$ cat src/rtl/alu_instr_sequencer.sv
// Moore control sequencer that fetches an instruction and drives the datapath strobes for ALU ops.
// Optional two-result MUL/DIV support (extra T6 state) is enabled by defining SEQ_MULDIV_EN.
module alu_instr_sequencer #(
  parameter int unsigned NUM_GPR   = 16,
  parameter int unsigned REG_SEL_W = 4,
  parameter int unsigned DATA_W    = 32
) (
  input  logic                 clk,
  input  logic                 reset,
  input  logic                 run,
  input  logic [DATA_W-1:0]    ir,
  input  logic                 mem_ready,
  output logic                 pc_out,
  output logic                 inc_pc,
  output logic                 mar_in,
  output logic                 z_in,
  output logic                 read,
  output logic                 mdr_in,
  output logic                 mdr_out,
  output logic                 ir_in,
  output logic                 y_in,
  output logic                 z_low_out,
  output logic                 z_high_out,
  output logic                 hi_in,
  output logic                 lo_in,
  output logic [NUM_GPR-1:0]   gpr_in,
  output logic [NUM_GPR-1:0]   gpr_out,
  output logic [3:0]           alu_op,
  output logic                 busy,
  output logic                 done,
  output logic                 illegal
);

  localparam int unsigned OP_W   = 5;
  localparam int unsigned OP_LSB = DATA_W - OP_W;
  localparam int unsigned RA_LSB = OP_LSB - REG_SEL_W;
  localparam int unsigned RB_LSB = RA_LSB - REG_SEL_W;
  localparam int unsigned RC_LSB = RB_LSB - REG_SEL_W;
  localparam logic [NUM_GPR-1:0] GPR_ONE = NUM_GPR'(1);

  typedef enum logic [3:0] {
    S_IDLE, S_T0, S_T1, S_T2, S_T3, S_T4, S_T5, S_DONE
`ifdef SEQ_MULDIV_EN
    , S_T6
`endif
  } state_t;

  state_t state;

  logic [OP_W-1:0]      opcode;
  logic [REG_SEL_W-1:0] ra, rb, rc;
  logic [3:0]           alu_op_dec;
  logic                 op_legal, is_muldiv, instr_legal;
  logic                 ra_ok, rb_ok, rc_ok;
  logic                 unused_ir;

  assign opcode    = ir[OP_LSB +: OP_W];
  assign ra        = ir[RA_LSB +: REG_SEL_W];
  assign rb        = ir[RB_LSB +: REG_SEL_W];
  assign rc        = ir[RC_LSB +: REG_SEL_W];
  assign unused_ir = ^ir[RC_LSB-1:0];

  // Field range check is only needed when the register file is smaller than the field can address.
  if (NUM_GPR >= (32'd1 << REG_SEL_W)) begin : g_full_rf
    assign ra_ok = 1'b1;
    assign rb_ok = 1'b1;
    assign rc_ok = 1'b1;
  end else begin : g_part_rf
    assign ra_ok = 32'(ra) < NUM_GPR;
    assign rb_ok = 32'(rb) < NUM_GPR;
    assign rc_ok = 32'(rc) < NUM_GPR;
  end

  always_comb begin : opcode_decode
    op_legal   = 1'b0;
    is_muldiv  = 1'b0;
    alu_op_dec = 4'b0000;
    case (opcode)
      5'b01001: begin op_legal = 1'b1; alu_op_dec = 4'b0000; end
      5'b01010: begin op_legal = 1'b1; alu_op_dec = 4'b0001; end
      5'b00011: begin op_legal = 1'b1; alu_op_dec = 4'b0010; end
      5'b00100: begin op_legal = 1'b1; alu_op_dec = 4'b0011; end
      5'b00101: begin op_legal = 1'b1; alu_op_dec = 4'b0100; end
      5'b00110: begin op_legal = 1'b1; alu_op_dec = 4'b0101; end
      5'b00111: begin op_legal = 1'b1; alu_op_dec = 4'b0110; end
      5'b01000: begin op_legal = 1'b1; alu_op_dec = 4'b0111; end
`ifdef SEQ_MULDIV_EN
      5'b01111: begin op_legal = 1'b1; alu_op_dec = 4'b1000; is_muldiv = 1'b1; end
      5'b10000: begin op_legal = 1'b1; alu_op_dec = 4'b1001; is_muldiv = 1'b1; end
`endif
      default: ;
    endcase
  end

  // MUL/DIV write HI/LO, so the ra field is don't-care for them.
  assign instr_legal = op_legal && rb_ok && rc_ok && (is_muldiv || ra_ok);

  always_ff @(posedge clk) begin : state_reg
    if (reset) begin
      state <= S_IDLE;
    end else begin
      case (state)
        S_IDLE: if (run) state <= S_T0;
        S_T0:   state <= S_T1;
        S_T1:   if (mem_ready) state <= S_T2;
        S_T2:   state <= S_T3;
        S_T3:   state <= instr_legal ? S_T4 : S_IDLE;
        S_T4:   state <= S_T5;
`ifdef SEQ_MULDIV_EN
        S_T5:   state <= is_muldiv ? S_T6 : S_DONE;
        S_T6:   state <= S_DONE;
`else
        S_T5:   state <= S_DONE;
`endif
        S_DONE: state <= run ? S_T0 : S_IDLE;
        default: state <= S_IDLE;
      endcase
    end
  end

  // Strobes decode from the state register and the IR contents only.
  always_comb begin : strobe_decode
    pc_out     = 1'b0;
    inc_pc     = 1'b0;
    mar_in     = 1'b0;
    z_in       = 1'b0;
    read       = 1'b0;
    mdr_in     = 1'b0;
    mdr_out    = 1'b0;
    ir_in      = 1'b0;
    y_in       = 1'b0;
    z_low_out  = 1'b0;
    z_high_out = 1'b0;
    hi_in      = 1'b0;
    lo_in      = 1'b0;
    gpr_in     = '0;
    gpr_out    = '0;
    alu_op     = 4'b0000;
    done       = 1'b0;
    illegal    = 1'b0;
    busy       = (state != S_IDLE);
    case (state)
      S_T0: begin
        pc_out = 1'b1;
        mar_in = 1'b1;
        inc_pc = 1'b1;
        z_in   = 1'b1;
      end
      S_T1: begin
        read   = 1'b1;
        mdr_in = 1'b1;
      end
      S_T2: begin
        mdr_out = 1'b1;
        ir_in   = 1'b1;
      end
      S_T3: begin
        if (instr_legal) begin
          gpr_out = GPR_ONE << rb;
          y_in    = 1'b1;
        end else begin
          illegal = 1'b1;
        end
      end
      S_T4: begin
        gpr_out = GPR_ONE << rc;
        z_in    = 1'b1;
        alu_op  = alu_op_dec;
      end
      S_T5: begin
        z_low_out = 1'b1;
`ifdef SEQ_MULDIV_EN
        if (is_muldiv) lo_in = 1'b1;
        else           gpr_in = GPR_ONE << ra;
`else
        gpr_in = GPR_ONE << ra;
`endif
      end
`ifdef SEQ_MULDIV_EN
      S_T6: begin
        z_high_out = 1'b1;
        hi_in      = 1'b1;
      end
`endif
      S_DONE: done = 1'b1;
      default: ;
    endcase
  end

endmodule

$ cat config.mk
export PLATFORM = sky130hd
export DESIGN_NAME = alu_instr_sequencer
export DESIGN_NICKNAME = d
export VERILOG_FILES = /design/src/rtl/alu_instr_sequencer.sv
export SDC_FILE = /design/constraint.sdc
export NUM_CORES = 1
export LEC_CHECK = 0
export ABC_AREA = 1
export BUFFER_PORTS_ARGS = -buffer_cell sky130_fd_sc_hd__buf_2
export CELL_PAD_IN_SITES_DETAIL_PLACEMENT = 2
export CELL_PAD_IN_SITES_GLOBAL_PLACEMENT = 2
export CORE_ASPECT_RATIO = 2
export CORE_MARGIN = 1.5
export CORE_UTILIZATION = 17
export DETAILED_ROUTE_END_ITERATION = 16
export GPL_TIMING_DRIVEN = 0
export PLACE_DENSITY = 0.95
export SKIP_LAST_GASP = 1
export SYNTH_ARGS = -nofsm -noshare
export SYNTH_HDL_FRONTEND = slang
export SYNTH_SLANG_ARGS = --single-unit
$ cat constraint.sdc
create_clock -name clk -period 2.3 [get_ports clk]
set_input_delay 0.23 -clock clk [delete_from_list [all_inputs] [get_ports clk]]
set_output_delay 0.23 -clock clk [all_outputs]
set_load 0.005 [all_outputs]
==> results of run 1 <==
## cell families after synthesis
group / after synthesis / synth area share
and+or+nand+nor: 110 / 0.562
DFF: 3 / 0.0623
other: 1 / 0.00389
buffers and inverters: 40 / 0.204
AOI/OAI and AO/OA: 22 / 0.169
## layout by cell type, fill, tap and decap left out, drive strengths merged
| master | n |
|---|---|
| a21oi | 2 |
| conb | 4 |
| nand4 | 16 |
| nand2 | 34 |
| o221ai | 1 |
| nor3b | 1 |
| buf | 73 |
| nor3 | 12 |
| inv | 26 |
| clkbuf | 8 |
| clkinv | 1 |
| dfxtp | 3 |
| o21ai | 19 |
| nand3 | 10 |
| nor2 | 37 |
## layout make-up
cell class	count	area, um2	share of cell area
multi-input combinational	136	719	0.508
timing repair buffer	64	320	0.226
inverter	27	101	0.0716
buffer	13	95.1	0.0671
tap	60	75.1	0.0530
sequential	3	60.1	0.0424
clock buffer	4	45.0	0.0318
## metal layers
layer	share of wire	vias to the layer above	GRT usage
li1	-	705	-
met1	0.33	671	0.116
met2	0.65	31	0.298
met3	0.021	2	0.00471
met4	0.0055	0	0.0323
met5	0	-	0
## power breakdown
part,internal (W),switching [W]
combinational,0.0000787,0.000118
sequential,0.0000597,0.0000125
clock,0.000118,0.0000298
## worst paths after layout
kind                               start         end  slack, ns  cells past startpoint
worst max-delay path            state[1]  gpr_out[2]       0.46                      8
worst min-delay path               reset    state[2]       0.23                      2
worst min register to register  state[0]    state[1]       0.58                      2
worst max register to register  state[1]    state[2]       1.02                      5
## worst register-to-register path, stage by stage, from the launching register on
cell	delay, ns
dfxtp_1	0.43
inv_1	0.10
nand2_1	0.14
nor2_2	0.08
nor3_1	0.33
a21oi_4	0.09
## metrics by stage
| step | hold slack (ns) | instances | total power (W) |
|---|---|---|---|
| global placement | 0.451 | 303 | 0.000260 |
| CTS | 0.233 | 307 | 0.000426 |
| floorplan | 0.290 | 179 | 0.000192 |
| finish | 0.231 | 307 | 0.000416 |
| global route | 0.238 | 307 | 0.000454 |
| detailed placement | 0.455 | 303 | 0.000274 |
==> metrics, run 1 <==
post-route ant nets=0; die area=6160 um2; post-synth top area share=0.113; via count of the first global-routing pass=approximately 1500; first-pass GRT wire length=about 6600 um; Crit-path slowest cell=dfxtp_1; DIE WIDTH=56.3 um; Hold-fix buffers, CTS=0; #FFs+latches synth=3; final net count=about 280; syn avg cell area=5.48 um2; Ys Warns=0; ratio of cells with drive above 1 in the final layout=0.417; Max Cap Viol=0; mapped cell area=slightly below 1000 um2; Post-synth top cells=29 x nand2_1, 27 x nor2_1, 23 x inv_1; area leader, netlist=nand2_1; Worst Skew=0.000868 ns; crit-path cells=inv_1, nand2_1, nor2_2, inv_2, nor2_4, nand2_1, o21ai_0, buf_2; Post-Route WL=4150 um; top cells by area, synth=nand2_1 11%, nor2_1 11%, nand4_1 10%; Post-synth EDFFs=0; Via density=4.59; Root Driver=clkbuf_8; detailed router's first-iteration violation count=28; Gate Count Post-Synth=176; Placed Area=1370 um2; I/O pin total=88; die height=roughly 110 um; crit share post-route=0.798; worst vdd ir=between 0.2 and 0.3 mV; worst setup margin=0.464 ns; number of flip-flops in the largest register=3; outcome=finished, final reports clean; DR DRC count=0; Buf/Inv on CP=3; top-count cell post-synth=nand2_1; RSZ-0062 raised after global routing=false; # diodes=0; WL/cell=about 14 um; TNS Setup=0 ns; Total GRT Usage=0.131; crit-path most repeated cell=nand2_1; CP max FO=8; pre-CTS WS=0.599 ns; GPL Wtd Cong=0.807; Fmax=between 500 and 600 MHz; Starting Density=0.176; clock sinks=3; Worst-Skew Late Latency=0.21 ns; Post-synth top flop=dfxtp_1; Crit Path Class=reg2out; min Tclk post-route=1.84 ns; Post-CTS Setup Inserts=0; Async SR Flop Fraction=0; Cell Pwr Density=between 200 and 300 nW/um2; Longest Clk Path Bufs=2; htree depth=1; core area=5470 um2; sequential-to-total area share from yosys stat=0.0623; drt first pass iters=3; FILL cells=roughly 700; Clock Pin Slew Worst Setup and Hold Paths=~0.030 ns; CTS buffer count=3; CP Capture Type=primary output; setup violators final=0; Vias=1409; IO Port Bufs=64; Static Leak=0.762 nW; area delta synth->final=46.8%; Detail Placement HPWL=3780 um; Setup crit start kind=register; TritonCTS clock tree=yes; CP delay by family, top=simple AND/OR/NAND/NOR gates; antenna violations before repair=0; number of gates resized after CTS=0; std cell rows=38; worst min-delay path class=in2reg; Slew Limit Fails=0; cell area after layout=1420 um2; Cell variety after synth=23; final hold violations=0; Finished Core Util=0.259; Worst Path Arrival=~1.6 ns; required time of the critical path=between 2 and 2.5 ns; Worst path max stage delay=0.36 ns; largest net degree at the start of global routing=11; GR Overflow Total=0
Note: power is estimated with default switching activity, not from simulation.
==> run 2: changes to the inputs <==
CORE_UTILIZATION = 14   (was 17)
PLACE_DENSITY = 0.85   (was 0.95)
clock period = 1.45 ns   (was 2.3 ns; I/O delays follow)
==> run 2 against run 1 <==
  * The flow now finishes with violations (setup timing)
  * Sequential share of layout area is 0.11 points higher
  * Critical path depth is 1 lower
  * Die area is 21% higher
  * Design area is 16% higher
  * Critical endpoint is now gpr_out[7]
  * Largest power group is now the clock network
  * Power is 120% higher
  * Clock skew hardly changed
  * Non-clock buffer count is 8 higher
  * Sequential cell count stayed put
  * Clock power grew to 3.0 times the previous value
  * First-iteration DRC count is 82% higher
  * Cell count is 12% higher
==> metrics, run 2 (synthesis gave the netlist of run 1 again) <==
outcome=finished, violations left; violated checks=setup timing; antenna violations before repair=0 (unchanged); NetSw=0.000313 W (+96%); Longest Clk Path Bufs=2 (unchanged); worst min-delay path class=in2reg; sequential share of power=0.131 (-0.042); Max Cap Viol=0 (unchanged); GPL Wtd Cong=0.745 (-7.7%); TritonCTS clock tree=yes; Crit-path slowest cell=dfxtp_4; WL/cell=12.9 um (-4.3%); grt met3 use=0.0214 (+0.0167); RSZ-0062 raised after global routing=true; TNS Setup=-1.12 ns (-1.12 ns); Worst Reg2Reg Path Length in Cells=6 (+1); Cell Pwr Density=558 nW/um2 (+90%); Hold-fix buffers, CTS=0 (unchanged); clock share of power=0.479 (+0.125); DR DRC count=0 (unchanged); ratio of cells with drive above 1 in the final layout=0.506 (+0.0889); Gate power share=0.390 (-0.082); Buf/Inv on CP=3 (unchanged); Static Leak=0.830 nW (+9.0%); largest net degree at the start of global routing=11 (unchanged); htree depth=1 (unchanged); via count of the first global-routing pass=1548 (+3.6%); drt first pass iters=3 (unchanged); Setup crit start kind=register; crit-path cells=inv_4, nand2_4, nor2_2, nand2_8, buf_12, o21ai_2, buf_2; worst setup margin=-0.117 ns (-0.581 ns); detailed router's first-iteration violation count=51 (+82%); core area=6620 um2 (+21%); # diodes=0 (unchanged); CP Capture Type=primary output; post-route ant nets=0 (unchanged); Vias=1466 (+4.0%); Crit Path Class=reg2out; clock sinks=3 (unchanged); Crit path depth=7 (-1); I/O pin total=88 (unchanged); setup violators final=20 (+20); CP delay by family, top=buffers and inverters; GR Overflow Total=0 (unchanged); Worst path max stage delay=0.34 ns (-0.02 ns); GR Util met1=0.0974 (-0.0188); min Tclk post-route=around 1.6 ns; CP max FO=10 (+2); Worst-Skew Late Latency=0.23 ns (+0.02 ns); Post-Route WL=4440 um (+7.0%); reg2reg setup slack=0.16 ns (-0.86 ns); die area=7430 um2 (+21%); internal power=0.000602 W (+130%); number of flip-flops in the largest register=3 (unchanged); Hold Path Stages=2 (unchanged); most frequent cells in the layout=64 x buf_2, 23 x nand2_1, 22 x inv_1; Slew Limit Fails=0 (unchanged); crit share post-route=1.08; std cell rows=42 (+11%); pre-CTS WS=-0.158 ns (-0.757 ns); final hold violations=0 (unchanged); worst vdd ir=0.544 mV (+110%); first-pass GRT wire length=6790 um (+2.9%); Via density=4.27 (-6.9%); Fmax=between 600 and 700 MHz; DIE WIDTH=61.7 um (+9.7%); GR peak layer=met2; Worst Skew=0.00125 ns (+0.000384 ns); CTS buffer count=3 (unchanged); switching share of power=0.342 (-0.0424); die height=120 um (+9.9%); Total GRT Usage=0.119 (-0.0117); commonest non-fill, non-tap cell in the layout=buf_2; met2 Use GR=0.251 (-0.0470); Clock Pin Slew Worst Setup and Hold Paths=0.03 ns (about the same); area delta synth->final=69.9%; Starting Density=0.146 (-0.0307); Detail Placement HPWL=3800 um (+0.64%); IO Port Bufs=64 (unchanged); final net count=292 (+2.8%); Worst Path Arrival=1.42 ns (-0.19 ns); Root Driver=clkbuf_16; required time of the critical path=1.31 ns (-0.76 ns)
==> run 2: layer usage <==
| metal | wire, um | up-vias | share of wire |
|---|---|---|---|
| met2 | 2810 | 45 | 0.63 |
| met3 | 200 | 10 | 0.045 |
| met1 | 1330 | 689 | 0.30 |
| met5 | 0 | - | 0 |
| met4 | 102 | 0 | 0.023 |
| li1 | - | 722 | - |
==> run 2: timing repair <==
action / 4_1_cts / 5_1_grt
endpoints found under the setup margin: 38 / 38
gates resized for setup: 24 / 10
pin swaps: 5 / 5
setup buffers: 4 / 4
==> run 2: cell type report <==
type,instances,area [um2]
Fill cell,864,4980
Multi-Input combinational cell,136,795
Timing Repair Buffer,72,380
Tap cell,88,110
Inverter,27,109
Buffer,13,95.1
Clock buffer,4,78.8
Sequential cell,3,71.3
==> run 2: final timing paths <==
path / from / endpoint
setup / recovery: state[1] / gpr_out[7]
hold / removal: reset / state[2]
setup reg to reg: state[0] / state[2]
hold reg to reg: state[0] / state[1]
==> run 2: power groups by stage <==
stage / logic, W / clock network [W] / registers (W)
after floorplan: 0.000194 / 0 / 0.000111
after global placement: 0.000302 / 0 / 0.000115
after detailed placement: 0.000314 / 0 / 0.000116
after CTS: 0.000352 / 0.000448 / 0.000119
after global routing: 0.000392 / 0.000455 / 0.000121
final: 0.000357 / 0.000439 / 0.000120
==> run 2: worst reg2reg max path, cell delays in order (launching register included) <==
cell and delay (ns):
dfxtp_4 0.39, inv_4 0.06, nand2_1 0.13, nor2_4 0.07, buf_4 0.14, nor3_1 0.30, a21oi_4 0.08
==> run 2: metrics by stage <==
| step | power (W) | hold WS, ns | utilization | area (um2) | instances |
|---|---|---|---|---|---|
| 2_1_floorplan | 0.000304 | 0.205 | - | 976 | 179 |
| 3_3_place_gp | 0.000416 | 0.368 | 0.212 | 1410 | 331 |
| 3_5_place_dp | 0.000430 | 0.362 | 0.212 | 1410 | 331 |
| 4_1_cts | 0.000919 | 0.119 | 0.239 | 1580 | 339 |
| 5_1_grt | 0.000967 | 0.125 | 0.248 | 1640 | 343 |
| 6_report | 0.000915 | 0.117 | 0.248 | 1640 | 343 |
